## src/rtl/fifo_pkg.sv

```systemverilog
`default_nettype none
// ============================================================================
//  Module      : fifo_pkg
//  Description : Shared constants and types for the byte FIFO and its
//                consumer-side word reader.
//  Revision    : 1.0 - initial release
// ============================================================================
package fifo_pkg;

   // Width of one FIFO entry
   localparam int BYTE_W = 8;

   // Word reader states: collecting bytes, or presenting a word downstream
   typedef enum logic [0:0] {
      FILL = 1'b0,
      HOLD = 1'b1
   } reader_state_e;

endpackage : fifo_pkg
`default_nettype wire

```

## src/rtl/fifo_word_reader.sv

```systemverilog
`default_nettype none
// ============================================================================
//  Module      : fifo_word_reader
//  Description : Pops bytes from the byte FIFO and packs them little-endian
//                into BYTES_PER_WORD-byte words on a valid/ready port. A
//                level flush emits a trailing partial word once the FIFO
//                has drained.
//  Revision    : 1.0 - initial release
// ============================================================================
module fifo_word_reader
   import fifo_pkg::*;
#(
   parameter int BYTES_PER_WORD = 4
) (
   input  logic                               clk,
   input  logic                               rst,
   input  logic [BYTE_W-1:0]                  fifo_read_data,
   input  logic                               fifo_is_empty,
   output logic                               fifo_read_ctrl,
   input  logic                               flush,
   output logic                               out_valid,
   input  logic                               out_ready,
   output logic [BYTE_W*BYTES_PER_WORD-1:0]   out_data,
   output logic [BYTES_PER_WORD-1:0]          out_byte_en,
   output logic                               busy
);

   localparam int CNT_W = $clog2(BYTES_PER_WORD + 1);

   // Lane index of the byte that completes a full word
   localparam logic [CNT_W-1:0] c_LAST_IDX = CNT_W'(BYTES_PER_WORD - 1);

   typedef logic [BYTES_PER_WORD-1:0][BYTE_W-1:0] lanes_t;

   reader_state_e              state_q,     state_d;
   logic [CNT_W-1:0]           count_q,     count_d;
   lanes_t                     lanes_q,     lanes_d;
   logic [BYTES_PER_WORD-1:0]  byte_en_q,   byte_en_d;
   logic                       out_valid_q, out_valid_d;

   logic                       w_pop;

   // State register: all reader state, cleared asynchronously so a partial
   // word in flight is simply discarded
   always_ff @(posedge clk or negedge rst) begin
      if (!rst) begin
         state_q     <= FILL;
         count_q     <= '0;
         lanes_q     <= '0;
         byte_en_q   <= '0;
         out_valid_q <= 1'b0;
      end else begin
         state_q     <= state_d;
         count_q     <= count_d;
         lanes_q     <= lanes_d;
         byte_en_q   <= byte_en_d;
         out_valid_q <= out_valid_d;
      end
   end

   // Next-state: lane loading, word completion, flush and handshake
   always_comb begin
      state_d     = state_q;
      count_d     = count_q;
      lanes_d     = lanes_q;
      byte_en_d   = byte_en_q;
      out_valid_d = out_valid_q;

      case (state_q)
         FILL: begin
            if (w_pop) begin
               // Write the head byte into the lane selected by count
               for (int i = 0; i < BYTES_PER_WORD; i++) begin
                  if (count_q == CNT_W'(i)) begin
                     lanes_d[i]   = fifo_read_data;
                     byte_en_d[i] = 1'b1;
                  end
               end
               if (count_q == c_LAST_IDX) begin
                  state_d     = HOLD;
                  out_valid_d = 1'b1;
                  count_d     = '0;
               end else begin
                  count_d = count_q + CNT_W'(1);
               end
            end else if (flush && (count_q != '0)) begin
               // FIFO drained with a partial word pending: ship it as is.
               // Lanes above count were cleared earlier, so they read 0.
               state_d     = HOLD;
               out_valid_d = 1'b1;
               count_d     = '0;
            end
         end

         HOLD: begin
            // Word is frozen until accepted; flush has no effect here
            if (out_ready) begin
               state_d     = FILL;
               out_valid_d = 1'b0;
               lanes_d     = '0;
               byte_en_d   = '0;
               count_d     = '0;
               if (w_pop) begin
                  // Byte popped on the handshake cycle starts the next word
                  lanes_d[0]   = fifo_read_data;
                  byte_en_d[0] = 1'b1;
                  count_d      = CNT_W'(1);
               end
            end
         end

         default: begin
            state_d = FILL;
         end
      endcase
   end

   // Pop decision: never when empty, never while a word is stalled, and
   // never during reset
   always_comb begin
      w_pop = 1'b0;
      if (rst && !fifo_is_empty) begin
         w_pop = (state_q == FILL) || ((state_q == HOLD) && out_ready);
      end
   end

   // Outputs are direct register views apart from the pop strobe
   assign fifo_read_ctrl = w_pop;
   assign out_valid      = out_valid_q;
   assign out_data       = lanes_q;
   assign out_byte_en    = byte_en_q;
   assign busy           = (count_q != '0) || out_valid_q;

   // Pop strobe only with data available
   a_pop_nonempty : assert property (@(posedge clk) disable iff (!rst)
      fifo_read_ctrl |-> !fifo_is_empty);

   // Presented word is frozen while stalled
   a_hold_stable : assert property (@(posedge clk) disable iff (!rst)
      (out_valid && !out_ready) |=> $stable({out_data, out_byte_en}));

   // No empty word is ever presented
   a_no_empty_word : assert property (@(posedge clk) disable iff (!rst)
      out_valid |-> (out_byte_en != '0));

endmodule : fifo_word_reader
`default_nettype wire
```

## config.mk

```make
export PLATFORM = sky130hd
export DESIGN_NAME = fifo_word_reader
export DESIGN_NICKNAME = d
export VERILOG_FILES = /design/src/rtl/fifo_pkg.sv /design/src/rtl/fifo_word_reader.sv
export SDC_FILE = /design/constraint.sdc
export NUM_CORES = 1
export LEC_CHECK = 0
export CORE_UTILIZATION = 35
export DETAILED_ROUTE_END_ITERATION = 8
export SETUP_SLACK_MARGIN = 0.1
export SLEW_MARGIN = 20
export SYNTH_ARGS = -nofsm -noshare
export SYNTH_HDL_FRONTEND = slang
export SYNTH_SLANG_ARGS = --single-unit
```

## constraint.sdc

```tcl
create_clock -name clk -period 3.3 [get_ports clk]
set_clock_uncertainty 0.15 [all_clocks]
set_input_delay 0.33 -clock clk [delete_from_list [all_inputs] [get_ports clk]]
set_output_delay 0.33 -clock clk [all_outputs]
set_load 0.03 [all_outputs]
```

==> impl_metrics.ini <==
[status]
status = finished clean

[layout]
register_area_mm2 = 0.001026
area_delta_synth_final_pct = 37.02
multi_input_area_um2 = 719.4
final_cells = 295
layout.nets = 244
nFillCells = 485
num_antenna_cells = 0
drive_gt1_frac = 0.06579

[sta]
hold_violations = 0
maxSlewViolCount = 0
setup_viol = 0
rsz0062_at_grt = no
relSlewSlack = 0.5057
tns_ps = 0
min_period_ps = 2868
max_freq_mhz = 348.7
period_share = 0.8691
worst_pin_slew_ps = 739.8

[global_route]
grt_use_total = 0.1804
grt-ovfl-total = 0
grt_pass1_vias = 1464
grt_antenna_before_repair = 0
grt_max_degree = 32
grt_pass1_wl_mm = 7.369

[synth]
synthFlopType = dfrtp_1
ys_types = 32
syn_area_mm2 = 0.001832
ys_ff_latch = 41
synth_nets = 194
synth_edf_count = 0
syn_inst = 177
ys_seq_area_frac = 0.5601
ys_warn_count = 0
synth_area_per_cell_um2 = 10.35
async_flop_share = 1.000

[clock_network]
post_cts_resized = 0
clkSinkCount = 41
cts_root_buffer = clkbuf_8
htreeDepth = 2
cts_tree = yes
cts_buffers = 5
insertion_delay_ps = 290
clock_path_buffers = 2
clk_pin_slew_worst_paths_ps = 90
postCtsSetupBuffers = 0

[critical_path]
cp.required_ps = 2820
start_kind = primary input
path_cells = dlygate4sd3_1 > buf_2 > nand2b_1 > nor2_1 > clkdlybuf4s50_1
cp_data_arrival_time_ps = 2390
crit_type = in -> out
slowest_delay_ps = 670
crit_fanout = 21
crit_path_end_kind = output port
cp_slowest_cell = clkdlybuf4s50_1

[die]
die_w_um = 74.35
die_y_um = 74.35
rows = 25
start_util = 0.3754
core-area_mm2 = 0.004880
dieArea_mm2 = 0.005527
ios = 52

[route]
viasPerCell = 5.078
drtIter0Drc = 102
drtPass1Iterations = 4
wl_per_cell_um = 15.27
vias = 1498
drc = 0
ant_nets = 0
wl_mm = 4.505

[power_and_ir_drop]
vdd_drop_max_v = 0.0004462
powerDensity_mw_per_mm2 = 856.9
finalPower_mw = 2.151
p_leak_nw = 1.085

[place]
place_congestion = 0.8640
hpwl_mm = 3.176
numPortBuffers = 51
place_inst = 286

[hold_path]
holdCritPathClass = reg -> reg

[run]
maxCapViolations = 0
==> what timing repair did <==
item                                    4_1_cts  5_1_grt
endpoints found under the setup margin        0        0
endpoints found under the hold margin        16        0
hold buffers                                  1        0
==> report_power, final <==
group          internal [mW]  switching (mW)
Clock                  0.246           0.175
Sequential             0.647           0.104
Combinational          0.400           0.579
==> cells by family (layout without fill, tap and decap cells) <==
logic type,count (synthesis),count (layout),share of synthesized area
simple gates,67,67,0.1872
fa+ha+maj,4,4,0.02732
compound gates,48,48,0.1783
buf+inv,17,68,0.04712
flops,41,41,0.5601
==> sequential cells by signal, indices dropped and copies added, names as in the netlist <==
register and cells:
out_byte_en 4, out_data 32, out_valid 1, state_q 1, count_q 3
==> stage by stage <==
stage / utilization / instance area, µm² / setup slack, ps / hold slack (ps)
3_3_place_gp: 0.4877 / 2380 / 847.2 / 144.0
6_report: 0.5144 / 2510 / 431.9 / 335.0
4_1_cts: 0.5144 / 2510 / 417.7 / 339.8
5_1_grt: 0.5144 / 2510 / 285.4 / 362.1
3_5_place_dp: 0.4877 / 2380 / 835.7 / 146.3
2_1_floorplan: - / 1832 / 1659 / -115.6
==> Yosys cell counts, drive strengths merged (2+ instances only) <==
library cell	instances	share of area
nand2	25	0.051
inv	4	0.0082
a21oi	2	0.012
nand2b	4	0.014
clkbuf	6	0.012
nor2b	2	0.0068
a22o	8	0.038
ha	4	0.027
dfrtp	41	0.56
and2	3	0.010
buf	7	0.027
o21ai	25	0.068
nor2	2	0.0041
nand3	26	0.071
a21o	4	0.016
a311oi	2	0.0096
==> cell type report <==
cell class,instances,share of cell area
Inverter,4,0.005982
Sequential cell,41,0.4088
Tap cell,67,0.03340
Multi-Input combinational cell,119,0.2866
Clock buffer,6,0.03290
Timing Repair Buffer,56,0.2173
Clock inverter,2,0.01496
==> placed cells by master, fill, tap and decap left out, drive strengths merged <==
cell type and count:
nand2b 4, buf 5, nor2b 2, and2 3
clkinvlp 1, nor3b 1, nor2 2, a21boi 1
a32o 1, a21oi 2, nor3 1, clkbuf 6
a311oi 2, o2111ai 1, ha 4, inv 4
o21a 1, o2bb2a 1, nand2 25, nand3 26
nor4bb 1, bufinv 1, o211a 1, nor4b 1
a21o 4, dfrtp 41, o21ai 25, o31a 1
or3b 1, clkdlybuf4s50 50, dlygate4sd3 1, a22o 8
==> routing by layer <==
metal / part of all wire / track usage / vias to the layer above
met3: 0.063 / 0.04472 / 6
met5: 0 / 0 / -
met4: 0.011 / 0.06499 / 0
met1: 0.48 / 0.2602 / 720
li1: - / - / 718
met2: 0.44 / 0.2636 / 54
==> path summary, 6_finish.rpt <==
kind                       cells after the start            from              to  slack, ps
hold reg to reg                                1  out_byte_en[2]  out_byte_en[2]        340
setup / recovery                               5             rst  fifo_read_ctrl        430
min in group asynchronous                      2             rst     out_data[0]        360
hold / removal                                 1  out_byte_en[2]  out_byte_en[2]        340
setup reg to reg                               3         state_q    out_data[24]       1310
max in group asynchronous                      3             rst    out_data[28]       1960
==> critical path: cells and delay by family <==
kind / cells / cell delay (ps)
AND/OR/NAND/NOR: 2 / 470
buffers and inverters: 3 / 1580
(Power assumes the default switching activity.)
